$ cat config.mk
export PLATFORM = sky130hd
export DESIGN_NAME = shift_sub_divider
export DESIGN_NICKNAME = d
export VERILOG_FILES = /design/src/rtl/shift_sub_divider.sv
export SDC_FILE = /design/constraint.sdc
export NUM_CORES = 1
export LEC_CHECK = 0
export ABC_CLOCK_PERIOD_IN_PS = 3300
export CAP_MARGIN = 15
export CORE_MARGIN = 2
export CORE_UTILIZATION = 50
export DETAILED_ROUTE_END_ITERATION = 8
export PLACE_DENSITY = 0.77
export SYNTH_ARGS = -nofsm -noshare
export SYNTH_HDL_FRONTEND = slang
export SYNTH_SLANG_ARGS = --single-unit
$ cat constraint.sdc
create_clock -name clk -period 3.3 [get_ports clk]
set_input_delay 0.99 -clock clk [delete_from_list [all_inputs] [get_ports clk]]
set_output_delay 0.99 -clock clk [all_outputs]
set_load 0.02 [all_outputs]
$ cat src/rtl/shift_sub_divider.sv
// Restoring shift-subtract divider: 8-bit dividend by 4-bit divisor, 4-bit quotient/remainder.
// One CHECK cycle screens out divide-by-zero and quotient overflow, then four CALC iterations.
module shift_sub_divider (
  input  logic       clk,
  input  logic       rst,
  input  logic       start,
  input  logic [7:0] dividendBus,
  input  logic [3:0] divisorBus,
  output logic       ready,
  output logic       valid,
  output logic [3:0] quotientBus,
  output logic [3:0] remainderBus,
  output logic       divByZero,
  output logic       overflow
);

  typedef enum logic [1:0] {
    IDLE,
    CHECK,
    CALC
  } state_e;

  state_e     state_q, state_d;
  logic [4:0] p_q, p_d;
  logic [3:0] a_q, a_d;
  logic [3:0] d_q, d_d;
  logic [1:0] cnt_q, cnt_d;
  logic       valid_q, valid_d;
  logic       dbz_q, dbz_d;
  logic       ovf_q, ovf_d;

  logic [4:0] shift_p;
  logic [3:0] shift_a;

  always_comb begin
    state_d = state_q;
    p_d     = p_q;
    a_d     = a_q;
    d_d     = d_q;
    cnt_d   = cnt_q;
    valid_d = valid_q;
    dbz_d   = dbz_q;
    ovf_d   = ovf_q;
    // P[4] is always zero between iterations, so the shift drops it
    shift_p = {p_q[3:0], a_q[3]};
    shift_a = {a_q[2:0], 1'b0};

    case (state_q)
      IDLE: begin
        if (start) begin
          p_d     = {1'b0, dividendBus[7:4]};
          a_d     = dividendBus[3:0];
          d_d     = divisorBus;
          valid_d = 1'b0;
          dbz_d   = 1'b0;
          ovf_d   = 1'b0;
          state_d = CHECK;
        end
      end
      CHECK: begin
        if (d_q == 4'd0) begin
          dbz_d   = 1'b1;
          a_d     = '1;
          p_d     = '0;
          valid_d = 1'b1;
          state_d = IDLE;
        end else if (p_q >= {1'b0, d_q}) begin
          // Upper nibble >= divisor means the quotient cannot fit in 4 bits
          ovf_d   = 1'b1;
          a_d     = '1;
          p_d     = '0;
          valid_d = 1'b1;
          state_d = IDLE;
        end else begin
          cnt_d   = '0;
          state_d = CALC;
        end
      end
      CALC: begin
        if (shift_p >= {1'b0, d_q}) begin
          p_d = shift_p - {1'b0, d_q};
          a_d = {a_q[2:0], 1'b1};
        end else begin
          p_d = shift_p;
          a_d = shift_a;
        end
        cnt_d = cnt_q + 2'd1;
        if (cnt_q == 2'd3) begin
          valid_d = 1'b1;
          state_d = IDLE;
        end
      end
      default: state_d = IDLE;
    endcase
  end

  always_ff @(posedge clk or negedge rst) begin
    if (!rst) begin
      state_q <= IDLE;
      p_q     <= '0;
      a_q     <= '0;
      d_q     <= '0;
      cnt_q   <= '0;
      valid_q <= 1'b0;
      dbz_q   <= 1'b0;
      ovf_q   <= 1'b0;
    end else begin
      state_q <= state_d;
      p_q     <= p_d;
      a_q     <= a_d;
      d_q     <= d_d;
      cnt_q   <= cnt_d;
      valid_q <= valid_d;
      dbz_q   <= dbz_d;
      ovf_q   <= ovf_d;
    end
  end

  assign ready        = (state_q == IDLE);
  assign valid        = valid_q;
  assign quotientBus  = a_q;
  assign remainderBus = p_q[3:0];
  assign divByZero    = dbz_q;
  assign overflow     = ovf_q;

endmodule

==> metrics.csv, run 1 <==
metric,value,unit
outcome,"finished, final reports clean",
Area Overhead vs Synth,22.1,%
yosys warns,0,
core box area,2710,µm²
share of layout cells above drive strength 1,0.110,
hold-fix buffers at CTS,0,
r2r worst-path depth,7,
P_sw,875,µW
Fmax achieved,370,MHz
most frequent cells in the layout,"clkdlybuf4s50_1, dfrtp_1, a21oi_1, ha_1",
cell-internal power,1.11,mW
CTS clock-pin slew for the worst setup and hold paths,0.12,ns
largest net degree at the start of global routing,21,
crit-path max FO,5,
Worst Tran Pin Value,0.870,ns
clock latency on the worst-skew pair,0.30,ns
post-synth cell types,42,
IO Port Bufs,26,
"top cells by area, synth","dfrtp_1, ha_1, mux2_1",
launch point of the worst reg-to-reg path,p_q[0],
Total Nets Final,192,
CTS tree,done,
Placed Cells incl. Taps,190,
final hold vios,0,
max_slew headroom,0.418,
Crit path required time,2.31,ns
Clock Skew,0.00316,ns
M1 GR Usage,0.257,
final core utilization,0.629,
number of non-filler instances in the completed layout,194,
clk buf depth,2,
die area,3230,µm²
first-pass GRT wire length,4.95,mm
Antenna Diode Count,0,
combinational share of power,0.661,
placed cell areas,1650,µm²
WHS Endpoint,cnt_q[0],
sequential fraction of the synthesis area,0.358,
CP Launch Type,register,
initial antenna violation count,0,
Seq pwr share,0.238,
Total GRT Usage,0.192,
min-delay src,cnt_q[0],
RSZ-0062 raised after global routing,no,
Avg WL per Cell,14.8,µm
# Post-CTS Setup Buffers,0,
Total Power,1.99,mW
final setup vio count,0,
CTS buffer count,3,
vias in the first global route,1069,
"CP delay by family, top",buffers and inverters,
critical path cell sequence,inv_1 -> ha_1 -> clkdlybuf4s50_1,
Yosys top cell area share,0.358,
worst r2r dst,quotientBus[1],
H-tree depth,1,
pre-CTS WS,0.604,ns
# DRC,0,
Hold Slack,0.502,ns
Crit path largest cell delay,0.64,ns
sw frac,0.440,
minimum clock period after layout,2.70,ns
total congestion overflow,0,
total of max-cap violations,0,
most used flip-flop cell after synthesis,dfrtp_1,
GR Layer Usage met2,0.314,
Final Cell Area,1710,µm²
Final Cycle Share,0.818,
"leading cell type in the layout, fill and taps excluded",clkdlybuf4s50_1,
DP Wirelength,2.30,mm
Leakage,0.763,nW
crit end category,output port,
drt total wl,2.88,mm
Placer Congestion,0.883,
Mean Syn Cell Area,9.97,µm²
Final TNS setup,0,ns
worst hold path type,register to register,
grt peak-use layer,met2,
cell at the root of the clock tree,clkbuf_4,
IO Count,27,
num rows,19,
fraction of registers with async set/reset,1.00,
# clock sinks,20,
met3 Usage GRT,0.0392,
Die Width,56.8,µm
drt initial violations,50,
detailed-route via count,1118,
Bufs and invs on worst path,2,
worst setup margin,0.599,ns
flop2flop setup slack,0.85,ns
Pre-antenna DRT Iters,4,
"EDFF count, synth",0,
Final ANT Viol Nets,0,
Avg Vias per Cell,5.76,
"Slew Viols, Final",0,
clock power share,0.101,
Worst Path Arrival,1.71,ns
CTS resizes,0,
Worst IR Drop VDD,0.837,mV
die height,56.8,µm
Post-Syn Instances,140,
largest area contributor in the netlist,dfrtp_1,
syn nets,168,
initial cell density of the core,0.515,
synthesized area,1400,µm²
number of synthesized register bits,20,
PD cells,1170,nW/µm²
Crit Path Class,register to output port,
"Slowest-stage cell, CP",clkdlybuf4s50_1,
Worst Hold Depth,1,
==> flip-flops by register name, indices dropped and copies added (netlist names) <==
register / cells
cnt_q: 2
d_q: 4
divByZero: 1
overflow: 1
p_q: 5
quotientBus: 4
state_q: 2
valid: 1
==> power by group through the flow <==
stage                     clock network [mW]  registers (mW)  logic (mW)
after CTS                              0.202           0.473        1.32
after global routing                   0.212           0.488        1.46
after floorplan                            0           0.494       0.958
final                                  0.200           0.473        1.31
after global placement                     0           0.471        1.27
after detailed placement                   0           0.477        1.31
==> worst register-to-register path, cell delays in order, from the launching register on <==
cell and delay, ns:
dfrtp_1 0.43, inv_1 0.11, ha_1 0.29, nand2b_1 0.15, a211oi_2 0.33, o21ai_0 0.25, nand2b_1 0.41, mux2_1 0.38
==> layer usage <==
metal,vias up,wire [µm]
met5,-,0
met4,0,42
met3,4,122
met2,24,1380
met1,542,1330
li1,548,-
==> logic make-up (layout without fill, tap and decap cells) <==
family / count (synthesis) / count (layout) / share of synthesized area
simple gates: 31 / 31 / 0.126
xor+xnor: 2 / 2 / 0.0125
fa+ha+maj: 13 / 13 / 0.122
compound gates: 39 / 39 / 0.185
buf+inv: 18 / 41 / 0.0600
mux: 17 / 17 / 0.136
flops: 20 / 20 / 0.358
==> how the worst max path moves through the flow <==
stage	from	endpoint	slack, ns	cells after the start
2_1_floorplan	start	quotientBus[0]	1.26	5
6_report	state_q[0]	ready	0.60	3
3_5_place_dp	start	quotientBus[1]	0.60	5
5_1_grt	state_q[0]	ready	0.54	3
3_3_place_gp	start	p_q[1]	0.68	5
4_1_cts	state_q[0]	ready	0.59	3
==> cells in the mapped netlist, drive strengths merged, types with 2 or more instances <==
master	n
a21oi	12
a31oi	2
and2	2
buf	6
dfrtp	20
ha	12
inv	11
mux2	13
mux2i	4
nand2	7
nand2b	5
nor2	7
nor2b	2
o21ai	12
o2bb2ai	2
o31ai	2
or2	2
==> cell type report <==
cell class | count | area [µm²]
clock buffer | 3 | 22.5
clock inverter | 1 | 30.0
multi-input combinational | 102 | 812
inverter | 11 | 41.3
fill | 244 | 1000
sequential | 20 | 500
timing repair buffer | 26 | 260
tap | 31 | 38.8
No activity file was read; power rests on OpenSTA's default activity.
==> inputs of run 2 (changes only) <==
==> config.mk (replaced) <==
export PLATFORM = sky130hd
export DESIGN_NAME = shift_sub_divider
export DESIGN_NICKNAME = d
export VERILOG_FILES = /design/src/rtl/shift_sub_divider.sv
export SDC_FILE = /design/constraint.sdc
export NUM_CORES = 1
export LEC_CHECK = 0
export ABC_CLOCK_PERIOD_IN_PS = 2200
export CAP_MARGIN = 15
export CORE_MARGIN = 2
export CORE_UTILIZATION = 46
export DETAILED_ROUTE_END_ITERATION = 8
export PLACE_DENSITY = 0.75
export SYNTH_ARGS = -nofsm -noshare
export SYNTH_HDL_FRONTEND = slang
export SYNTH_SLANG_ARGS = --single-unit
==> constraint.sdc (replaced) <==
create_clock -name clk -period 2.2 [get_ports clk]
set_input_delay 0.66 -clock clk [delete_from_list [all_inputs] [get_ports clk]]
set_output_delay 0.66 -clock clk [all_outputs]
set_load 0.02 [all_outputs]
==> run 2 against run 1 <==
Compared with the run above: via count rose by 5.5%; global-route usage rose by 1.1 points; setup slack got worse by 0.55 ns; critical path depth fell by 1; sequential power rose by 44%; utilization rose by 2.3 points; design area rose by 8.2%; total power rose by 65%; cell count rose by 6.7%; wire length rose by 17%; critical path type unchanged; largest cell class unchanged.
==> metrics.csv, run 2 (synthesis gave the netlist of run 1 again) <==
metric,value,unit,change
outcome,"finished, final reports clean",,unchanged
most flop-heavy register,p_q,,unchanged
worst hold path type,register to register,,unchanged
Final ANT Viol Nets,0,,unchanged
Placer Congestion,0.858,,was 0.883
Worst IR Drop VDD,0.896,mV,was 0.837 mV
DP Wirelength,2.53,mm,was 2.30 mm
Crit path required time,1.54,ns,was 2.31 ns
Final Cycle Share,0.978,,
Avg Vias per Cell,5.70,,was 5.76
CTS buffer count,3,,unchanged
final setup vio count,0,,unchanged
max_slew headroom,0.748,,was 0.418
clock latency on the worst-skew pair,0.31,ns,was 0.30 ns
CTS tree,done,,unchanged
drt initial violations,41,,was 50
H-tree depth,1,,unchanged
final core utilization,0.652,,was 0.629
most frequent cells in the layout,"clkdlybuf4s50_1, dfrtp_1, a21oi_1, buf_4",,"was clkdlybuf4s50_1, dfrtp_1, a21oi_1, ha_1"
Area Overhead vs Synth,32.2,%,was 22.1%
drt total wl,3.38,mm,was 2.88 mm
Total Nets Final,205,,was 192
crit-path max FO,3,,was 5
# DRC,0,,unchanged
initial cell density of the core,0.494,,was 0.515
Worst Path Arrival,1.49,ns,was 1.71 ns
r2r worst-path depth,7,,unchanged
Total Power,3.28,mW,was 1.99 mW
total congestion overflow,0,,unchanged
Avg WL per Cell,16.3,µm,was 14.8 µm
final hold vios,0,,unchanged
largest net degree at the start of global routing,21,,unchanged
vias in the first global route,1175,,was 1069
CP Launch Type,register,,unchanged
Antenna Diode Count,0,,unchanged
minimum clock period after layout,2.15,ns,
first-pass GRT wire length,5.31,mm,was 4.95 mm
launch point of the worst reg-to-reg path,p_q[0],,unchanged
Die Width,59.1,µm,was 56.8 µm
cell at the root of the clock tree,clkbuf_4,,unchanged
worst setup margin,0.0475,ns,was 0.599 ns
pre-CTS WS,-0.124,ns,was 0.604 ns
crit end category,output port,,unchanged
WHS Endpoint,cnt_q[0],,unchanged
Worst Tran Pin Value,0.375,ns,was 0.870 ns
"Slew Viols, Final",0,,unchanged
die height,59.1,µm,was 56.8 µm
worst r2r dst,p_q[1],,was quotientBus[1]
Leakage,0.822,nW,was 0.763 nW
core box area,2830,µm²,was 2710 µm²
# clock sinks,20,,unchanged
PD cells,1780,nW/µm²,was 1170 nW/µm²
total of max-cap violations,0,,unchanged
Final TNS setup,0,ns,unchanged
filler instances,234,,was 244
RSZ-0062 raised after global routing,yes,,was no
num rows,19,,unchanged
Clock Skew,0.00870,ns,was 0.00316 ns
Total GRT Usage,0.203,,was 0.192
"leading cell type in the layout, fill and taps excluded",clkdlybuf4s50_1,,unchanged
IO Port Bufs,26,,unchanged
detailed-route via count,1180,,was 1118
clk buf depth,2,,unchanged
Pre-antenna DRT Iters,4,,unchanged
initial antenna violation count,0,,unchanged
Fmax achieved,465,MHz,
IO Count,27,,unchanged
min-delay src,cnt_q[0],,unchanged
Crit Path Class,register to output port,,unchanged
CTS clock-pin slew for the worst setup and hold paths,0.12,ns,about the same
flop2flop setup slack,0.07,ns,was 0.85 ns
max reg flops,5,,unchanged
Worst Hold Depth,1,,unchanged
die area,3490,µm²,was 3230 µm²
Hold Slack,0.507,ns,was 0.502 ns
share of layout cells above drive strength 1,0.222,,was 0.110
-- run 2: cell types whose count changed in the layout (fill, tap and decap cells not counted), sizes merged --
cell / change
buf: +12
bufinv: -1
clkbuf: +1
clkdlybuf4s50: -1
dlygate4sd2: +1
nand2b: +1
-- run 2: report_power, final --
| part | internal, mW | switching (mW) | total, mW |
|---|---|---|---|
| Clock | 0.101 | 0.121 | 0.222 |
| Combinational | 1.18 | 1.20 | 2.38 |
| Sequential | 0.542 | 0.140 | 0.682 |
-- run 2: metal layers --
metal,vias to the layer above,track usage,wire length (µm)
li1,570,-,-
met1,581,0.243,1460
met2,24,0.356,1740
met3,5,0.0371,127
met4,0,0.0877,53
met5,-,0,0
-- run 2: what timing repair did --
action / in CTS / in global routing
hold buffers: 0 / 0
gates cloned: 0 / 1
pin swaps: 1 / 3
setup buffers: 0 / 1
resized for setup: 3 / 10
endpoints found under the setup margin: 9 / 7
-- run 2: through the flow --
step	area, µm²	std cells
after global placement	1740	201
after CTS	1780	205
after floorplan	1400	140
final	1850	207
after global routing	1850	207
after detailed placement	1740	201
-- run 2: worst max-delay path by stage --
stage,end,cells after the start,slack [ns],start
2_1_floorplan,quotientBus[0],8,0.18,p_q[0]
3_3_place_gp,p_q[1],5,-0.03,start
3_5_place_dp,quotientBus[2],5,-0.12,start
4_1_cts,p_q[1],7,0.01,d_q[2]
5_1_grt,p_q[2],7,-0.02,p_q[0]
6_report,remainderBus[1],2,0.05,p_q[1]
-- run 2: layout make-up --
cell class	count	area [µm²]	share of cell area
clock buffers	4	36.3	0.0197
inverters	11	41.3	0.0224
multi-input cells	103	878	0.476
flip-flops and latches	20	502	0.272
well taps	31	38.8	0.0210
repair buffers	38	349	0.189
-- run 2: critical path: stages, from the launching register on --
cell and delay (ns):
dfrtp_1 0.44, buf_4 0.15, clkdlybuf4s50_1 0.59
==> inputs of run 3 (changes only) <==
--- a/config.mk
+++ b/config.mk
@@ -7,7 +7,6 @@
 export LEC_CHECK = 0
 export ABC_CLOCK_PERIOD_IN_PS = 2200
 export CAP_MARGIN = 15
-export CORE_MARGIN = 2
 export CORE_UTILIZATION = 46
 export DETAILED_ROUTE_END_ITERATION = 8
 export PLACE_DENSITY = 0.75
==> run 3 against run 2 <==
Compared with the run above: clock skew fell by 0.0057 ns; wire length decreased by 3.4%; die area is 6.7% lower; largest cell class unchanged; critical path depth stayed put; the run now ends with design-rule violations left; total power grew 1.4%; setup slack improved by 0.0021 ns; fmax hardly changed; design area is 0.81% higher; first-iteration DRC count is 24% higher; count of clock-buffer cells in the layout fell by 1; non-clock buffer count is 6 higher.
==> metrics.csv, run 3 (synthesis gave the netlist of run 1 again) <==
metric,value,unit,change
Avg WL per Cell,15.4,µm,was 16.3 µm
die area,3260,µm²,was 3490 µm²
Crit path required time,1.54,ns,about the same
initial cell density of the core,0.498,,was 0.494
CP Launch Type,register,,unchanged
worst r2r dst,valid,,was p_q[1]
Final Cycle Share,0.977,,was 0.978
IO Count,27,,unchanged
flop2flop setup slack,0.07,ns,about the same
Area Overhead vs Synth,33.2,%,was 32.2%
failing checks,design-rule violations,,
H-tree depth,1,,unchanged
CTS tree,done,,unchanged
drt total wl,3.26,mm,was 3.38 mm
core box area,2810,µm²,was 2830 µm²
outcome,"complete, but fails checks",,"was finished, final reports clean"
max_slew headroom,0.722,,was 0.748
first-pass GRT wire length,5.42,mm,was 5.31 mm
Avg Vias per Cell,5.61,,was 5.70
Antenna Diode Count,0,,unchanged
hold-fix buffers at CTS,0,,unchanged
CP Capture Point,remainderBus[2],,was remainderBus[1]
Leakage,0.851,nW,was 0.822 nW
Die Width,57.1,µm,was 59.1 µm
filler instances,234,,unchanged
CTS clock-pin slew for the worst setup and hold paths,0.12,ns,about the same
final setup vio count,0,,unchanged
crit path launch,p_q[2],,was p_q[1]
Pre-antenna DRT Iters,6,,was 4
Total Nets Final,210,,was 205
Fmax achieved,465,MHz,about the same
worst setup margin,0.0495,ns,was 0.0475 ns
IO Port Bufs,26,,unchanged
drt initial violations,51,,was 41
Worst Path Arrival,1.49,ns,about the same
Placer Congestion,0.931,,was 0.858
final hold vios,0,,unchanged
minimum clock period after layout,2.15,ns,about the same
# clock sinks,20,,unchanged
crit end category,output port,,unchanged
total of max-cap violations,0,,unchanged
total congestion overflow,0,,unchanged
CTS buffer count,3,,unchanged
pre-CTS WS,-0.0677,ns,was -0.124 ns
die height,57.1,µm,was 59.1 µm
Total GRT Usage,0.215,,was 0.203
initial antenna violation count,0,,unchanged
vias in the first global route,1181,,was 1175
area of the multi-input gates,832,µm²,was 878 µm²
# DRC,2,,was 0
worst hold path type,register to register,,unchanged
num rows,19,,unchanged
"Slew Viols, Final",0,,unchanged
cell at the root of the clock tree,clkbuf_4,,unchanged
r2r worst-path depth,6,,was 7
Crit Path Class,register to output port,,unchanged
RSZ-0062 raised after global routing,no,,was yes
"leading cell type in the layout, fill and taps excluded",clkdlybuf4s50_1,,unchanged
clock latency on the worst-skew pair,0.30,ns,was 0.31 ns
min-delay src,cnt_q[0],,unchanged
FF+latch area,502,µm²,unchanged
detailed-route via count,1189,,was 1180
PD cells,1790,nW/µm²,was 1780 nW/µm²
largest net degree at the start of global routing,21,,unchanged
crit-path max FO,3,,unchanged
share of layout cells above drive strength 1,0.221,,was 0.222
Worst Tran Pin Value,0.414,ns,was 0.375 ns
DP Wirelength,2.51,mm,was 2.53 mm
launch point of the worst reg-to-reg path,d_q[2],,was p_q[0]
Worst IR Drop VDD,0.840,mV,was 0.896 mV
clk buf depth,2,,unchanged
Final ANT Viol Nets,0,,unchanged
max reg flops,5,,unchanged
most flop-heavy register,p_q,,unchanged
Final TNS setup,0,ns,unchanged
most frequent cells in the layout,"clkdlybuf4s50_1, dfrtp_1, buf_4, a21oi_1, ha_1",,"was clkdlybuf4s50_1, dfrtp_1, a21oi_1, buf_4"
Clock Skew,0.00304,ns,was 0.00870 ns
==> run 3: changes by cell type in the layout (fill, tap and decap cells not counted), sizes merged <==
cell,previous run,this run
buf,12,18
clkbuf,4,3
bufinv,0,1
nand2b,6,5
==> run 3: area by class of cell <==
type                    instances  area share
clock inverters                 1      0.0161
multi-input cells             102       0.447
repair buffers                 44       0.212
well taps                      31      0.0208
inverters                      11      0.0222
flip-flops and latches         20       0.270
clock buffers                   3      0.0121
==> run 3: layer usage <==
layer	share of wire	global-route usage
met1	0.46	0.285
met2	0.49	0.365
met3	0.038	0.0272
met4	0.016	0.0732
met5	0	0
==> run 3: how the worst min path moves through the flow <==
| stage | end | slack (ns) | cells past startpoint |
|---|---|---|---|
| floorplan | cnt_q[0] | 0.36 | 0 |
| global placement | cnt_q[0] | 0.48 | 1 |
| detailed placement | p_q[4] | 0.49 | 2 |
| CTS | p_q[4] | 0.54 | 2 |
| global route | cnt_q[0] | 0.56 | 1 |
| finish | cnt_q[0] | 0.53 | 1 |
==> run 3: what timing repair did <==
item                       CTS  global route
setup endpoints to repair    1            10
pin swaps                    0             1
gates resized for setup      1             6
buffers inserted             0             2
hold endpoints to repair     0             0
==> run 3: stage by stage <==
step / util / power, mW / cells / hold WS (ns) / area (µm²)
final: 0.663 / 3.33 / 212 / 0.532 / 1860
after global routing: 0.663 / 3.57 / 212 / 0.560 / 1860
after CTS: 0.650 / 3.22 / 210 / 0.535 / 1820
after detailed placement: 0.632 / 2.91 / 206 / 0.488 / 1770
after global placement: 0.632 / 2.82 / 206 / 0.480 / 1770
after floorplan: - / 2.18 / 140 / 0.364 / 1400
==> run 3: where the power goes <==
group	switching, mW	internal [mW]	total, mW	leakage (nW)
Sequential	0.151	0.542	0.693	0.248
Clock	0.119	0.184	0.303	0.0279
Combinational	1.17	1.16	2.33	0.576
==> run 3: worst max-delay path, cell delays in order, from the launching register on <==
cell	delay [ns]
dfrtp_1	0.44
buf_4	0.15
clkdlybuf4s50_1	0.60
